==> src/rtl/mprj_wb_guard.sv <==
// Wishbone guard between the management core's user-project bus and the user area.
// Bounds slave response time; optional status counters under MPRJ_WB_GUARD_STATUS_EN.
module mprj_wb_guard #(
    parameter int          TIMEOUT_CYCLES = 255,
    parameter logic [31:0] ERR_DATA       = 32'hDEAD_BEEF
) (
    input  logic        core_clk,
    input  logic        core_rstn,
    input  logic        mprj_wb_iena,
    input  logic        m_cyc_i,
    input  logic        m_stb_i,
    input  logic        m_we_i,
    input  logic [3:0]  m_sel_i,
    input  logic [31:0] m_adr_i,
    input  logic [31:0] m_dat_i,
    output logic        m_ack_o,
    output logic [31:0] m_dat_o,
    output logic        s_cyc_o,
    output logic        s_stb_o,
    output logic        s_we_o,
    output logic [3:0]  s_sel_o,
    output logic [31:0] s_adr_o,
    output logic [31:0] s_dat_o,
    input  logic        s_ack_i,
    input  logic [31:0] s_dat_i,
    input  logic        timeout_clr,
    output logic        timeout_flag,
    output logic [7:0]  timeout_cnt
);
    localparam int            CW   = $clog2(TIMEOUT_CYCLES + 1);
    localparam logic [CW-1:0] LAST = CW'(TIMEOUT_CYCLES - 1);

    typedef enum logic [1:0] {IDLE, REQ, ACK} state_t;

    state_t        state, state_nxt;
    logic [CW-1:0] wait_cnt;
    logic          holdoff;
    logic          lat_req, dat_ld, to_evt;
    logic [31:0]   dat_nxt;

    always_comb begin
        state_nxt = state;
        lat_req   = 1'b0;
        dat_ld    = 1'b0;
        dat_nxt   = m_dat_o;
        to_evt    = 1'b0;
        case (state)
            IDLE: begin
                // holdoff keeps a still-asserted stb from re-launching right after an ack
                if (m_cyc_i && m_stb_i && !holdoff) begin
                    if (mprj_wb_iena) begin
                        lat_req   = 1'b1;
                        state_nxt = REQ;
                    end else begin
                        dat_ld    = 1'b1;
                        dat_nxt   = '0;
                        state_nxt = ACK;
                    end
                end
            end
            REQ: begin
                if (!m_cyc_i) begin
                    state_nxt = IDLE;
                end else if (s_ack_i) begin
                    dat_ld    = 1'b1;
                    dat_nxt   = s_dat_i;
                    state_nxt = ACK;
                end else if (!mprj_wb_iena) begin
                    dat_ld    = 1'b1;
                    dat_nxt   = '0;
                    state_nxt = ACK;
                end else if (wait_cnt == LAST) begin
                    dat_ld    = 1'b1;
                    dat_nxt   = ERR_DATA;
                    to_evt    = 1'b1;
                    state_nxt = ACK;
                end
            end
            ACK:     state_nxt = IDLE;
            default: state_nxt = IDLE;
        endcase
    end

    always_ff @(posedge core_clk or negedge core_rstn) begin
        if (!core_rstn) begin
            state    <= IDLE;
            holdoff  <= 1'b0;
            wait_cnt <= '0;
            m_dat_o  <= '0;
            s_we_o   <= 1'b0;
            s_sel_o  <= '0;
            s_adr_o  <= '0;
            s_dat_o  <= '0;
        end else begin
            state   <= state_nxt;
            holdoff <= (state == ACK);
            if (lat_req) begin
                wait_cnt <= '0;
                s_we_o   <= m_we_i;
                s_sel_o  <= m_sel_i;
                s_adr_o  <= m_adr_i;
                s_dat_o  <= m_dat_i;
            end else if (state == REQ) begin
                wait_cnt <= wait_cnt + CW'(1);
            end
            if (dat_ld) m_dat_o <= dat_nxt;
        end
    end

    // Decoded from the async-reset state so reset drops the slave immediately
    assign s_cyc_o = (state == REQ);
    assign s_stb_o = (state == REQ);
    assign m_ack_o = (state == ACK);

`ifdef MPRJ_WB_GUARD_STATUS_EN
    logic       flag_q;
    logic [7:0] cnt_q;

    always_ff @(posedge core_clk or negedge core_rstn) begin
        if (!core_rstn) begin
            flag_q <= 1'b0;
            cnt_q  <= '0;
        end else if (to_evt) begin
            flag_q <= 1'b1;
            cnt_q  <= timeout_clr ? 8'd1 : ((cnt_q == 8'hFF) ? cnt_q : cnt_q + 8'd1);
        end else if (timeout_clr) begin
            flag_q <= 1'b0;
            cnt_q  <= '0;
        end
    end

    assign timeout_flag = flag_q;
    assign timeout_cnt  = cnt_q;
`else
    logic status_unused;
    assign status_unused = timeout_clr | to_evt;
    assign timeout_flag  = 1'b0;
    assign timeout_cnt   = '0;
`endif

endmodule

==> config.mk <==
export PLATFORM = sky130hd
export DESIGN_NAME = mprj_wb_guard
export DESIGN_NICKNAME = d
export VERILOG_FILES = /design/src/rtl/mprj_wb_guard.sv
export SDC_FILE = /design/constraint.sdc
export NUM_CORES = 1
export LEC_CHECK = 0
export BUFFER_PORTS_ARGS = -buffer_cell sky130_fd_sc_hd__clkbuf_2
export CORE_MARGIN = 3
export CORE_UTILIZATION = 45
export CTS_CLUSTER_SIZE = 12
export DETAILED_ROUTE_END_ITERATION = 16
export PLACE_DENSITY = 0.78
export SYNTH_ARGS = -nofsm -noshare
export SYNTH_HDL_FRONTEND = slang
export SYNTH_SLANG_ARGS = --single-unit
export TNS_END_PERCENT = 10
==> constraint.sdc <==
create_clock -name core_clk -period 2.4 [get_ports core_clk]
set_input_delay 0.12 -clock core_clk [delete_from_list [all_inputs] [get_ports core_clk]]
set_output_delay 0.12 -clock core_clk [all_outputs]
set_load 0.01 [all_outputs]
==> summary.md <==
| Metric | Value |
|---|---|
| Startpoint Class | register |
| Hold Slack | 0.0749 ns |
| Yosys top cell by area | dfrtp_1 |
| DIE WIDTH | 108 um |
| Fin crit share | 80.6% |
| R2r endpoint | m_dat_o[17] |
| Num CTS Buffers | 9 |
| Register area share after synthesis | 59.4% |
| First-pass GRT wire length | 19200 um |
| Final hold vios | 0 |
| Final Skew | 0.0110 ns |
| Port-buffer cells | 210 |
| Setup ws final | 0.466 ns |
| Required @ worst endpoint | 2.67 ns |
| Last element of the critical path | m_dat_o[17] |
| Clock-pin slew on the worst setup and hold paths | 0.10 ns |
| Ports | 221 |
| Max Cap Violations | 0 |
| Largest net degree at the start of global routing | 79 |
| Leakage | 3.47 nW |
| Min Tclk post-route | 1.93 ns |
| Dpl ws | 0.464 ns |
| Number of vias per cell | 4.93 |
| Crit path depth | 7 |
| Layout cells sized above 1 | 52.6% |
| Worst Hold Path Cells | 2 |
| Critical Path Start | wait_cnt[0] |
| Synth warnings | 0 |
| Worst VDD drop | 466 uV |
| Area grow syn2layout | 44.3% |
| Routability cong. | 0.739 |
| Filler instances | 719 |
| Synth Instances | 344 |
| Pwr per Cell Area | 777 nW/um^2 |
| Tot GR Track Use | 21.3% |
| Die Y | 108 um |
| Outcome | finished clean |
| Die area | 11700 sq um |
| Antenna violations before repair | 0 |
| Clock sink count | 112 |
| Crit-path slowest cell | dfrtp_1 |
| Synthesis-stage register bit count | 112 |
| # setup viols final | 0 |
| Actual slew at the worst max-slew pin | 0.712 ns |
| CTS tree | done |
| Worst hold path class | input port to register |
| Fin area | 6810 sq um |
| Mapped cell area | 4720 sq um |
| Slew Viols, Final | 0 |
| Placed Cells | 670 |
| Bufs and invs on worst path | 2 |
| Max-slew headroom | 52.5% |
| Syn Area/Cell | 13.7 sq um |
| Post-CTS Setup Inserts | 0 |
| Setup crit end kind | register |
| Ant diodes | 0 |
| RSZ-0062 raised after global routing | false |
| # resized after CTS | 0 |
| Cell family with most CP delay | flip-flops |
| Number of global-route vias before repair | 3827 |
| Clock Path Buffers | 2 |
| Core outline area | 10000 sq um |
| Worst EP arrival | 2.20 ns |
| WL final | 12400 um |
| Remaining antenna violation count | 0 |
| Top cell type's share of synthesized area | 59.4% |
| Final HPWL DP | 7760 um |
| Total congestion overflow | 0 |
| Root buffer cell | clkbuf_8 |
| Number of H-tree levels | 3 |
| Most frequent cells in the layout | clkbuf_2 (209), dfrtp_1 (112), mux2_2 (90), dlygate4sd3_1 (71), nand2_1 (30) |
| Cell variety after synth | 27 |
| WS Path Type | register to register |
| Initial drt markers | 173 |
| Placed Instance Area | 5830 sq um |
| CP Max Fanout | 27 |
| Worst-path cell chain | inv_1 > ha_1 > and3_1 > a31oi_4 > o22ai_4 > buf_12 > mux2_2 |
| Clock Latency Late Sink | 0.38 ns |
| Worst reg2reg setup slack | 0.47 ns |
| Drt first pass iters | 4 |
| Fin cells | 757 |
| # DRC | 0 |
| # rows | 36 |
| Avg WL per Cell | 16.4 um |
| Max Freq | 0.517 GHz |
| Vias | 3732 |
| Total Neg Setup Slack | 0 ns |
| Worst path max stage delay | 0.42 ns |
| Most common cell after layout, fill and taps aside | clkbuf_2 |
| Worst r2r path cells | 7 |
| Initial core utilization | 47.2% |
| Final net count | 729 |
| Synth top area cells | dfrtp_1 (59%), mux2_2 (21%), a21oi_1 (2.7%), mux2_1 (2.6%), buf_4 (2.5%) |
| RR Startpoint | wait_cnt[0] |
| Hold Buf Count CTS | 71 |
-- cell families after synthesis --
| family | count (synthesis) | synth area share, % |
|---|---|---|
| adder cells (fa/ha/maj) | 2 | 0.530 |
| XOR/XNOR | 6 | 1.11 |
| flip-flops | 112 | 59.4 |
| AO/OA/AOI/OAI | 29 | 3.87 |
| other | 1 | 0.0795 |
| buffers and inverters | 34 | 4.99 |
| AND/OR/NAND/NOR | 59 | 5.91 |
| multiplexers | 101 | 24.1 |
-- metal layers --
layer	vias to the layer above	wire length [um]	track usage, %
met5	-	0	0
met3	20	1040	5.25
met4	0	274	9.20
met2	176	6250	36.3
li1	1713	-	-
met1	1823	4830	25.7
-- layout make-up --
cell class | instances | area, sq um | share of cell area (%)
flip-flops and latches | 112 | 2800 | 41.2
well taps | 133 | 166 | 2.44
clock inverters | 7 | 144 | 2.11
inverters | 2 | 7.51 | 0.110
multi-input cells | 206 | 1710 | 25.1
clock buffers | 9 | 124 | 1.82
repair buffers | 288 | 1850 | 27.2
-- where the power goes --
group / leakage [nW] / total, mW / internal, mW / switching, mW
sequential: 1.41 / 2.51 / 2.27 / 0.240
clock: 0.126 / 1.45 / 0.800 / 0.652
combinational: 1.94 / 1.33 / 0.690 / 0.641
total: 3.47 / 5.29 / 3.75 / 1.53
-- worst register-to-register path: stages (launching register included) --
cell	delay (ns)
dfrtp_1	0.42
inv_1	0.09
ha_1	0.14
and3_1	0.19
a31oi_4	0.11
o22ai_4	0.27
buf_12	0.23
mux2_2	0.37
-- sequential cells by signal (all words and copies together), names as in the netlist --
signal    cells
s_we_o        1
s_sel_o       4
state         2
wait_cnt      8
s_adr_o      32
holdoff       1
m_dat_o      32
s_dat_o      32
-- synthesized netlist by cell type, drive strengths merged --
cell type	count
conb	1
xor2	3
nand3	1
nand4	3
mux2	101
a211oi	1
o22ai	1
a31o	1
buf	26
nor3	2
dfrtp	112
a21oi	25
nand2	30
nor4b	1
and3	11
nor2	8
inv	2
nor2b	1
a31oi	1
ha	2
clkbuf	6
xnor2	3
nand2b	2
-- worst min-delay path by stage --
stage / startpoint / slack, ns / end
after floorplan: core_rstn / -0.18 / holdoff
after global placement: core_rstn / 0.21 / s_dat_o[31]
after detailed placement: core_rstn / 0.22 / s_dat_o[31]
after CTS: mprj_wb_iena / 0.06 / state[1]
after global routing: mprj_wb_iena / 0.07 / state[1]
final: mprj_wb_iena / 0.07 / state[1]
-- stage by stage --
step | utilization (%) | power, mW
floorplan | - | 3.13
global placement | 58.3 | 3.68
detailed placement | 58.3 | 3.74
CTS | 68.1 | 5.28
global route | 68.1 | 5.54
finish | 68.1 | 5.29
No activity file was read; power rests on OpenSTA's default activity.
